## src/rtl/mem_port_arbiter.sv

```systemverilog
// Single-port memory arbiter/sequencer shared by fetch (F) and memory stage (MEM).
// MEM has priority; a starvation counter forces an F win; one read outstanding at a time.
module mem_port_arbiter #(
  parameter int XLEN       = 32,
  parameter int ADDR_SIZE  = 5,
  parameter int MEM_LAT    = 2,
  parameter int STARVE_MAX = 3
) (
  input  logic                 clk,
  input  logic                 rst,

  input  logic                 F_req,
  input  logic [ADDR_SIZE-1:0] F_addr,
  output logic                 F_gnt,
  output logic                 F_rvalid,
  output logic [XLEN-1:0]      F_rdata,

  input  logic                 MEM_req,
  input  logic                 MEM_we,
  input  logic [ADDR_SIZE-1:0] MEM_addr,
  input  logic [XLEN-1:0]      MEM_wdata,
  output logic                 MEM_gnt,
  output logic                 MEM_rvalid,
  output logic [XLEN-1:0]      MEM_rdata,

  output logic                 mem_en,
  output logic                 mem_we,
  output logic [ADDR_SIZE-1:0] mem_addr,
  output logic [XLEN-1:0]      mem_wdata,
  input  logic [XLEN-1:0]      mem_rdata
);

  localparam int LAT_W = $clog2(MEM_LAT + 1);
  localparam int ST_W  = $clog2(STARVE_MAX + 1);

  typedef enum logic {
    IDLE = 1'b0,
    BUSY = 1'b1
  } state_t;

  state_t           state, state_nxt;
  logic [LAT_W-1:0] lat_cnt, lat_cnt_nxt;
  logic [ST_W-1:0]  starve_cnt, starve_cnt_nxt;
  logic             own_f, own_f_nxt;

  logic             f_win;
  logic             mem_win;
  logic             rd_grant;
  logic             capture;

  // Arbitration is purely combinational and only legal in IDLE; rst masks every grant.
  always_comb begin
    // NOTE: every always_comb output gets a default before any branch, so no path leaves
    // a signal unassigned and no latch is inferred.
    f_win   = 1'b0;
    mem_win = 1'b0;
    if (!rst && state == IDLE) begin
      if (F_req && MEM_req) begin
        if (starve_cnt == ST_W'(STARVE_MAX)) f_win   = 1'b1;
        else                                 mem_win = 1'b1;
      end else begin
        f_win   = F_req;
        mem_win = MEM_req;
      end
    end
  end

  assign F_gnt    = f_win;
  assign MEM_gnt  = mem_win;
  assign mem_en   = f_win | mem_win;
  assign mem_we   = MEM_we & mem_win;
  assign rd_grant = f_win | (mem_win & ~MEM_we);
  assign capture  = (state == BUSY) && (lat_cnt == LAT_W'(1));

  always_comb begin
    mem_addr  = '0;
    mem_wdata = '0;
    if (f_win)        mem_addr = F_addr;
    else if (mem_win) mem_addr = MEM_addr;
    if (mem_en)       mem_wdata = MEM_wdata;
  end

  // Next-state logic for the port sequencer and the starvation counter.
  always_comb begin
    state_nxt      = state;
    lat_cnt_nxt    = lat_cnt;
    own_f_nxt      = own_f;
    starve_cnt_nxt = starve_cnt;
    case (state)
      IDLE: begin
        if (rd_grant) begin
          state_nxt   = BUSY;
          lat_cnt_nxt = LAT_W'(MEM_LAT);
          own_f_nxt   = f_win;
        end
        if (f_win) begin
          starve_cnt_nxt = '0;
        end else if (F_req && starve_cnt != ST_W'(STARVE_MAX)) begin
          starve_cnt_nxt = starve_cnt + ST_W'(1);
        end
      end
      BUSY: begin
        lat_cnt_nxt = lat_cnt - LAT_W'(1);
        if (capture) state_nxt = IDLE;
      end
      default: state_nxt = IDLE;
    endcase
  end

  always_ff @(posedge clk or posedge rst) begin
    // NOTE: sequential state uses non-blocking assignments so every flop samples the
    // pre-edge values regardless of statement order.
    if (rst) begin
      state      <= IDLE;
      lat_cnt    <= '0;
      starve_cnt <= '0;
      own_f      <= 1'b0;
    end else begin
      state      <= state_nxt;
      lat_cnt    <= lat_cnt_nxt;
      starve_cnt <= starve_cnt_nxt;
      own_f      <= own_f_nxt;
    end
  end

  // Read return: capture into the owner's register; rdata holds until that side's next capture.
  always_ff @(posedge clk or posedge rst) begin
    if (rst) begin
      F_rvalid   <= 1'b0;
      MEM_rvalid <= 1'b0;
      F_rdata    <= '0;
      MEM_rdata  <= '0;
    end else begin
      F_rvalid   <= capture & own_f;
      MEM_rvalid <= capture & ~own_f;
      if (capture && own_f)  F_rdata   <= mem_rdata;
      if (capture && !own_f) MEM_rdata <= mem_rdata;
    end
  end

endmodule

```

## config.mk

```make
export PLATFORM = sky130hd
export DESIGN_NAME = mem_port_arbiter
export DESIGN_NICKNAME = d
export VERILOG_FILES = /design/src/rtl/mem_port_arbiter.sv
export SDC_FILE = /design/constraint.sdc
export NUM_CORES = 1
export LEC_CHECK = 0
export CORE_ASPECT_RATIO = 0.8
export CORE_MARGIN = 5
export CORE_UTILIZATION = 41
export DETAILED_ROUTE_END_ITERATION = 12
export PLACE_DENSITY_LB_ADDON = 0.12
export SYNTH_ARGS = -nofsm -noshare
export SYNTH_HDL_FRONTEND = slang
export SYNTH_SLANG_ARGS = --single-unit
export TNS_END_PERCENT = 10
```

## constraint.sdc

```tcl
create_clock -name clk -period 7.3 [get_ports clk]
set_input_delay 2.19 -clock clk [delete_from_list [all_inputs] [get_ports clk]]
set_output_delay 2.19 -clock clk [all_outputs]
set_load 0.05 [all_outputs]
```

==> results.toml <==
[outcome]
status = "finished, final reports clean"

[routing]
route.detailed.drc = 0
num_vias = 2328
drt.antenna.violating_nets = 0
viasPerCell = 4.520
dr.pass1.iters = 4
routedWlPerCell_um = 16.62
routed_wl_um = 8557
drt_iter0_drc = 51

[sta]
setup_viol = 0
fin_crit_ps = 6687
fin_tns_setup_ps = 0
setup_ws_ps = 612.6
finalHoldViolCount = 0
slew_violations = 0
fin_crit_sh = 0.9161
slew-limit-headroom = 0.3790
worst_slew_pin_slew_ps = 930.5
skew_ps = 11.68
fmax_mhz = 149.5
rsz0062_at_grt = "no"

[worst_setup_path]
worstSetupPathType = "in -> out"
crit_family = "buffers and inverters"
critPathSlowestCell = "clkdlybuf4s50_1"
worst_path_most_repeated_cell = "clkdlybuf4s50_1"
crit_arrival_ps = 4500
crit_fanout = 33
critPathLaunchType = "input pin"
critPathMaxStageDelay_ps = 810
path_cells = "clkdlybuf4s50_1 > or2_4 > nor2_4 > and2_2 > clkdlybuf4s50_1"
cp.required_ps = 5110
crit_path_end_kind = "output pin"
path_buf_inv = 2

[synth]
syn_inst = 220
synth_edf_count = 0
synthArstFlopShare = 1.000
synth_flop_cell = "dfrtp_1"
synth_fp_nets = 301
netlist.area_leader.share = 0.5774
yosysSeqAreaShare = 0.5774
yosysMostFrequentCell = "dfrtp_1"
synthTopCellsByCount = "dfrtp_1, mux2_2, and2_1, and2_2, inv_1"
yosys_warnings = 0
syn_area_per_cell_sq_um = 14.18
syn-cell-area_sq_um = 3120
synth.area.top_cells = "dfrtp_1, mux2_2, and2_1"
ys_seq_elements = 72
synth_cell_types = 30
synth_top_area_cell = "dfrtp_1"

[final_layout]
antenna_cells = 0
utilization = 0.7035
syn_to_final_growth_pct = 66.64
drive_gt1_frac = 0.2268
nNetsFinal = 486

[floorplan]
fp.coreArea_sq_um = 7392
die-height_um = 88.03
fp-row-count = 28
io-pin-count = 186
initial_core_util = 0.4221
dieArea_sq_um = 9467
die_x_um = 107.5

[power_and_ir_drop]
power_density_nw_per_um2 = 501.6
power_w = 0.002608
p_leak_nw = 2.178
peakVddDrop_v = 0.0003511

[cts]
post_cts_buffers = 0
cts_tree = "done"
path_clk_slew_ps = 70
post_cts_resized = 0
cts_hold_buffers = 0
clk_latency_ps = 350
cts_sinks = 72
cts_made_buffers = 9
cts_buffer_depth = 2
ctsHtreeMaxLevel = 3
root_buffer = "clkbuf_8"

[run]
maxCapViolCount = 0

[place]
gp_congestion = 0.8182
port_buffers = 185
post-place-ws_ps = 625.3
dp_hpwl_um = 6571

[grt]
antenna_found_initial = 0
grt_start_max_net_pins = 54
grt_pass1_vias = 2491
grt_pass1_wl_um = 13260
grt_usage = 0.1818
grt.overflow.total = 0

[hold_path]
hp-class = "reg -> reg"
-- registers in the layout, summed over array words and instances (netlist names) --
register and flops:
MEM_rvalid 1, MEM_rdata 32, starve_cnt 2, state 1, F_rdata 32, F_rvalid 1
own_f 1, lat_cnt 2
-- layer usage --
layer	wire length, um	vias to the layer above	GRT usage
li1	-	1126	-
met1	3390	1112	0.2154
met2	4298	81	0.3002
met3	816	9	0.09801
met4	51	0	0.03096
met5	0	-	0
-- through the flow --
| step | hold WS, ps | area, sq um | cells |
|---|---|---|---|
| after detailed placement | 479.4 | 5019 | 499 |
| after floorplan | 457.3 | 3120 | 220 |
| after CTS | 489.2 | 5200 | 515 |
| final | 484.7 | 5200 | 515 |
| after global placement | 470.1 | 5019 | 499 |
| after global routing | 511.1 | 5200 | 515 |
-- path summary, 6_finish.rpt --
kind                                     from            end  slack, ps  depth (start not counted)
worst max-delay path                      rst  mem_wdata[18]        610                          5
worst min-delay path            starve_cnt[0]  starve_cnt[0]        480                          1
worst max register to register     lat_cnt[1]    F_rdata[23]       5180                          4
worst min register to register  starve_cnt[0]  starve_cnt[0]        480                          1
max in group asynchronous                 rst  MEM_rdata[31]       3990                          3
min in group asynchronous                 rst    F_rdata[25]       2320                          2
-- report_power, final --
part	total (W)	leakage [nW]	internal (W)	switching, W
sequential	0.000705	0.845	0.000602	0.000104
clock	0.000283	0.0822	0.000134	0.000149
combinational	0.00162	1.25	0.000601	0.00102
-- cell families (layout without fill, tap and decap cells) --
logic type      Yosys count  count (layout)  synth area share
flops                    72              72            0.5774
mux                      65              65            0.2342
simple gates             46              46            0.1018
buf+inv                  20             210           0.03929
compound gates           14              14           0.03649
fa+ha+maj                 2               2          0.008018
xor+xnor                  1               1          0.002807
-- layout by cell type, fill, tap and decap left out, types with 2 or more instances in the layout --
cell type	n
ha_1	2
clkbuf_8	10
clkdlybuf4s50_1	185
o22ai_1	2
and2_2	12
and3_1	2
o2111ai_1	2
mux2_1	4
a22o_1	5
inv_1	7
and2_1	21
clkinvlp_4	3
nand2b_1	2
nand2_1	2
nor2_1	2
dfrtp_1	72
mux2_2	60
-- cell type report --
cell class	count	area (sq um)
Clock buffer	11	141.4
Clock inverter	5	40.04
Fill cell	558	2192
Inverter	8	30.03
Multi-Input combinational cell	128	1196
Sequential cell	72	1802
Tap cell	105	131.4
Timing Repair Buffer	186	1859
-- worst reg2reg max path, delay by kind of cell, from the launching register on --
| kind | cells | cell delay, ps |
|---|---|---|
| adder cells (fa/ha/maj) | 1 | 240 |
| multiplexers | 1 | 580 |
| flip-flops | 1 | 360 |
| buffers and inverters | 1 | 70 |
| AND/OR/NAND/NOR | 1 | 740 |
Note: power is estimated with default switching activity, not from simulation.
